## config.mk

```make
export PLATFORM = sky130hd
export DESIGN_NAME = clk_period_meas
export DESIGN_NICKNAME = d
export VERILOG_FILES = /design/src/rtl/clk_period_meas.sv
export SDC_FILE = /design/constraint.sdc
export NUM_CORES = 1
export LEC_CHECK = 0
export BUFFER_PORTS_ARGS = -buffer_cell sky130_fd_sc_hd__buf_2
export CORE_MARGIN = 5
export CORE_UTILIZATION = 45
export CTS_CLUSTER_SIZE = 12
export DETAILED_ROUTE_END_ITERATION = 12
export PLACE_DENSITY = 0.66
export SYNTH_ARGS = -nofsm -noshare
export SYNTH_HDL_FRONTEND = slang
export SYNTH_SLANG_ARGS = --single-unit
export TNS_END_PERCENT = 100
```

## constraint.sdc

```tcl
create_clock -name clk_in -period 3 [get_ports clk_in]
set_input_delay 0.3 -clock clk_in [delete_from_list [all_inputs] [get_ports clk_in]]
set_output_delay 0.3 -clock clk_in [all_outputs]
set_load 0.005 [all_outputs]
```

## src/rtl/clk_period_meas.sv

```systemverilog
// Measures period and high time of a slow clock sampled in the clk_in domain.
// Optional continuous mode: define CLK_PERIOD_MEAS_CONT_EN.
module clk_period_meas #(
  parameter int unsigned CNT_W       = 16,
  parameter int unsigned SYNC_STAGES = 2
) (
  input  logic             clk_in,
  input  logic             rst,
  input  logic             div_clk,
  input  logic             start,
  output logic             busy_o,
  output logic             valid_o,
  output logic [CNT_W-1:0] period_o,
  output logic [CNT_W-1:0] high_o,
  output logic             timeout_o
);

  typedef enum logic [1:0] {StIdle, StWaitRise, StMeasHigh, StMeasLow} state_e;

  state_e                 state_q, state_d;
  logic [SYNC_STAGES-1:0] sync_q, sync_d;
  logic                   sync_dly_q, sync_dly_d;
  logic [CNT_W-1:0]       cnt_q, cnt_d;
  logic [CNT_W-1:0]       period_q, period_d;
  logic [CNT_W-1:0]       high_q, high_d;
  logic                   valid_q, valid_d;

  logic             s, rise, fall, cnt_max;
  logic [CNT_W-1:0] cnt_inc;

  assign s       = sync_q[SYNC_STAGES-1];
  assign rise    = s & ~sync_dly_q;
  assign fall    = ~s & sync_dly_q;
  assign cnt_max = &cnt_q;
  // Saturating increment keeps the counter from wrapping on an edge taken at max.
  assign cnt_inc = cnt_max ? cnt_q : cnt_q + CNT_W'(1);

  always_comb begin
    sync_d     = {sync_q[SYNC_STAGES-2:0], div_clk};
    sync_dly_d = s;
    state_d    = state_q;
    cnt_d      = cnt_q;
    period_d   = period_q;
    high_d     = high_q;
    valid_d    = 1'b0;
    timeout_o  = 1'b0;
    unique case (state_q)
      StIdle: begin
        if (start) begin
          state_d = StWaitRise;
          cnt_d   = '0;
        end
      end
      StWaitRise: begin
        if (rise) begin
          state_d = StMeasHigh;
          cnt_d   = CNT_W'(1);
        end else if (cnt_max) begin
          timeout_o = 1'b1;
          state_d   = StIdle;
        end else begin
          cnt_d = cnt_inc;
        end
      end
      StMeasHigh: begin
`ifdef CLK_PERIOD_MEAS_CONT_EN
        if (valid_q && !start) begin
          state_d = StIdle;
        end else
`endif
        if (fall) begin
          high_d  = cnt_q;
          cnt_d   = cnt_inc;
          state_d = StMeasLow;
        end else if (cnt_max) begin
          timeout_o = 1'b1;
          state_d   = StIdle;
        end else begin
          cnt_d = cnt_inc;
        end
      end
      StMeasLow: begin
        if (rise) begin
          period_d = cnt_q;
          valid_d  = 1'b1;
`ifdef CLK_PERIOD_MEAS_CONT_EN
          // The closing rise opens the next measurement.
          state_d  = StMeasHigh;
          cnt_d    = CNT_W'(1);
`else
          state_d  = StIdle;
`endif
        end else if (cnt_max) begin
          timeout_o = 1'b1;
          state_d   = StIdle;
        end else begin
          cnt_d = cnt_inc;
        end
      end
      default: state_d = StIdle;
    endcase
  end

  always_ff @(posedge clk_in) begin
    if (rst) begin
      state_q    <= StIdle;
      sync_q     <= '0;
      sync_dly_q <= 1'b0;
      cnt_q      <= '0;
      period_q   <= '0;
      high_q     <= '0;
      valid_q    <= 1'b0;
    end else begin
      state_q    <= state_d;
      sync_q     <= sync_d;
      sync_dly_q <= sync_dly_d;
      cnt_q      <= cnt_d;
      period_q   <= period_d;
      high_q     <= high_d;
      valid_q    <= valid_d;
    end
  end

  assign busy_o   = (state_q != StIdle);
  assign valid_o  = valid_q;
  assign period_o = period_q;
  assign high_o   = high_q;

endmodule
```

# [Word level (Yosys, flattened, before mapping)]
# Index checks and enable logic that the tools add are counted.
[word_totals] elab_cells=44 regBits=54 out_inout_bits=35
[classes] bitwise_logic=5 addsub=1 eq_ne=5 reduce_logical=8 n_mux=18
[op_table] op="$mux 16" n=6
[op_table] op="$pmux 16 s4" n=1
[op_table] op="$add 16x1->16 const B" n=1
[op_table] op="$reduce_and 16->1" n=1
[op_table] op="$mux 2" n=5
[op_table] op="$pmux 2 s4" n=1
[op_table] op="$reduce_and 2->1" n=3
[op_table] op="$eq 2x2->1 const B" n=2
[op_table] op="$mux 1" n=4
[op_table] op="$ne 2x2->1 const B" n=2
[op_table] op="$reduce_or 2->1" n=2
[op_table] op="$not 1->1" n=3
[op_table] op="$and 1x1->1" n=2
[op_table] op="$eq 2x1->1 const B" n=1
[op_table] op="$logic_not 2->1" n=1
[op_table] op="$pmux 1 s2" n=1
[op_table] op="$reduce_bool 2->1" n=1

# [Depth between registers and ports, before layout]
[depth] ltp_word=5 depth_mapped=7 mapped_depth_nobuf=5

# [Worst setup path after synthesis]
# No wires, ideal clock.
[synth_timing] path_type="reg2out" from="reg cnt_q[0]" to="out timeout_o" path_slack_ns=1.123 stages_incl_launch_ff=6 arrival_time_ns=1.577 n_path_buf=1 path_cell_list="dfxtp_1 > ha_1 > nand4_1 > or4_1 > buf_2 > nor3_1"
[synth_between] elab_chain_len=4
[synth_rtl] item="from (decl)" line="23" rtl="logic [CNT_W-1:0] cnt_q, cnt_d;"
[synth_rtl] item="from (signal assigned)" line="117" rtl="cnt_q <= cnt_d;"
[synth_rtl] item="$reduce_and 16->1 *" line="34" rtl="assign cnt_max = &cnt_q;"
[synth_rtl] item="$mux 1 *" line="58, 75, 93"
[synth_rtl] item="$mux 1, on equally long branches" line="83, 71"
[synth_rtl] item="$pmux 1 s2 *" line="47" rtl="unique case (state_q)"
[synth_rtl] item="to (decl)" line="15" rtl="output logic timeout_o"
# Every way passes the cells marked *; elsewhere a longest branch is shown, timed or not.

# [Final worst setup path]
# Same ends and word-level chain as after synthesis.

==> results_dict.tcl <==
set metrics [dict create \
    drive_above_1_share_pct 17.1 \
    ys_seq_area_share_pct 45.8 \
    hold_violations 0 \
    vias 2062 \
    cts-root-buf "clkbuf_8" \
    ant_nets 0 \
    synth-edff-count 0 \
    postSynthCellCount 288 \
    grt.total_usage_pct 16.7 \
    syn_area_sq_mm 0.00236 \
    finClkSkew_ps 6.61 \
    antenna_found_initial 0 \
    min_to "sync_q[0]" \
    ys_async_sr_fraction_pct 0 \
    switching_share_pct 21.2 \
    finalSetupViolCount 0 \
    min_period_ps 2470 \
    hp-start "div_clk" \
    clk_pin_slew_ps 90 \
    ys.warnings.count 0 \
    postCtsSetupBuffers 0 \
    areaGrowthSynthToFinish_pct 12.8 \
    place_congestion 0.893 \
    slew_headroom_pct 47.0 \
    tns_ps 0 \
    drv_slew 0 \
    route.detailed.drc 0 \
    hpwl_mm 3.67 \
    cts_made_buffers 5 \
    boundaryPins 39 \
    cp-end-kind "primary output" \
    io_buffers 38 \
    clk_path_buf_depth 2 \
    internal-power_mw 1.01 \
    n_fill_cell 518 \
    synthTopCellsByCount "nand2_1 (71), dfxtp_1 (54), a21oi_1 (43), nand3_1 (14), clkbuf_1 (10)" \
    hold_class "in -> reg" \
    switching_power_mw 0.271 \
    fin_crit_sh_pct 82.2 \
    leakagePower_nw 1.01 \
    ctsResizeCount 0 \
    grt_pass1_vias 1893 \
    min_path_cells 2 \
    rows 26 \
    start_util_pct 46.3 \
    wl_per_cell_um 13.8 \
    cp-startpoint "cnt_q[0]" \
    die_width_um 82.5 \
    vias_per_cell 5.36 \
    die_h_um 82.5 \
    synth_nets 293 \
    cts_tree "yes" \
    max_clock_freq_ghz 0.405 \
    worstSetupStartpointType "flip-flop" \
    worstSkewPairLatency_ps 310 \
    synth_top_area_share_pct 45.8 \
    grt_pass1_wl_mm 8.80 \
    cts.sinks 54 \
    r2r-end "cnt_q[7]" \
    placed_area_sq_mm 0.00255 \
    grt-ovfl-total 0 \
    final_cell_area_sq_mm 0.00267 \
    arrival_ps 2170 \
    ir_drop_mv 0.278 \
    drt_first_pass_iters 4 \
    drt_wl_total_mm 5.31 \
    ys_types 47 \
    synth_top_area_cell "dfxtp_1" \
    synth_flop_cell "dfxtp_1" \
    grt_max_degree 25 \
    synth_area_leaders "dfxtp_1 (46%), nand2_1 (11%), a21oi_1 (9.1%)" \
    cap_violations 0 \
    status "complete, no violations" \
    seq_power_share_pct 57.2 \
    clockPowerShare_pct 38.4 \
    nets 320 \
    syn_avg_cell_area_sq_um 8.20 \
    diodes 0 \
    required_ps 2700 \
    reg2reg_from "state_q[1]" \
    cts_hold_buf 0 \
    reg2reg_depth 5 \
    synth_most_common_cell "nand2_1" \
    p_per_area_mw_per_mm2 479 \
    path_class "reg -> out" \
    ys_ff_latch 54 \
    die_area_sq_mm 0.00680 \
    coreArea_sq_mm 0.00511 \
    path_max_fanout 8 \
    combPwrFrac_pct 4.4 \
    worst_slew_pin_slew_ps 789 \
    rsz0062_at_grt "no" \
    drt_iter0_drc 186 \
    rrSetupSlack_ps 910 \
    h-tree-depth 2 \
]
==> final cells by class <==
type / instances / area (sq um) / share of cell area, %
clock buffers: 6 / 82.6 / 3.10
clock inverters: 1 / 30.0 / 1.13
inverters: 6 / 22.5 / 0.845
multi-input cells: 207 / 1150 / 43.1
flip-flops and latches: 54 / 1080 / 40.6
well taps: 70 / 87.6 / 3.29
repair buffers: 41 / 213 / 7.98
==> metrics by stage <==
stage / power (mW) / hold slack, ps / setup slack, ps / instances / utilization, %
after global placement: 0.802 / 421 / 933 / 378 / 50.0
after floorplan: 0.790 / 414 / 1120 / 288 / -
after detailed placement: 0.803 / 426 / 881 / 378 / 50.0
final: 1.28 / 212 / 533 / 385 / 52.2
after CTS: 1.29 / 200 / 536 / 385 / 52.2
after global routing: 1.33 / 233 / 395 / 385 / 52.2
==> worst max-delay path, stage by stage (launching register included) <==
cell and delay (ps):
dfxtp_1 480, ha_1 260, nand4_1 190, or4_1 580, nor3_1 210, buf_2 140
==> cell usage in the layout (no fill, tap or decap), types with 3 or more instances in the layout <==
master	instances
mux2i_1	4
and2_1	3
clkbuf_8	6
nand4_1	4
nand3b_1	3
nand2_1	71
buf_4	3
dfxtp_1	54
o31ai_1	6
nor3_1	3
a211oi_1	4
buf_2	38
or4_1	7
nor4_1	3
nor2_1	7
o21ai_0	3
nor2b_1	5
nand3_1	14
a21oi_1	43
inv_1	6
==> layer usage <==
layer / wire length, um / vias to the layer above / part of all wire (%) / global-route usage, %
li1: - / 1068 / - / -
met1: 2610 / 940 / 49 / 23.1
met2: 2360 / 44 / 45 / 24.9
met3: 249 / 10 / 4.7 / 3.90
met4: 91 / 0 / 1.7 / 7.14
met5: 0 / - / 0 / 0
==> power by group through the flow <==
stage	clock, mW	sequential, mW	combinational [mW]
2_1_floorplan	0	0.742	0.0476
3_3_place_gp	0	0.746	0.0562
3_5_place_dp	0	0.747	0.0562
4_1_cts	0.505	0.730	0.0566
5_1_grt	0.533	0.732	0.0644
6_report	0.491	0.730	0.0565
==> how the worst max path moves through the flow <==
stage,endpoint,slack (ps),cells after the start
6_report,timeout_o,530,5
2_1_floorplan,timeout_o,1120,5
5_1_grt,timeout_o,400,5
3_3_place_gp,timeout_o,930,5
3_5_place_dp,timeout_o,880,5
4_1_cts,timeout_o,540,5
==> logic make-up after synthesis <==
group	Yosys count	share of synthesized area (%)
multiplexers	4	1.69
buffers and inverters	27	5.61
adder cells (fa/ha/maj)	1	0.530
AND/OR/NAND/NOR	133	28.8
flip-flops	54	45.8
AO/OA/AOI/OAI	69	17.6
==> state kept, by name (all words and copies together) (netlist names) <==
| name | cells |
|---|---|
| cnt_q | 16 |
| sync_q | 2 |
| high_o | 16 |
| sync_dly_q | 1 |
| state_q | 2 |
| valid_o | 1 |
| period_o | 16 |
Power figures use the tool's default switching activity.
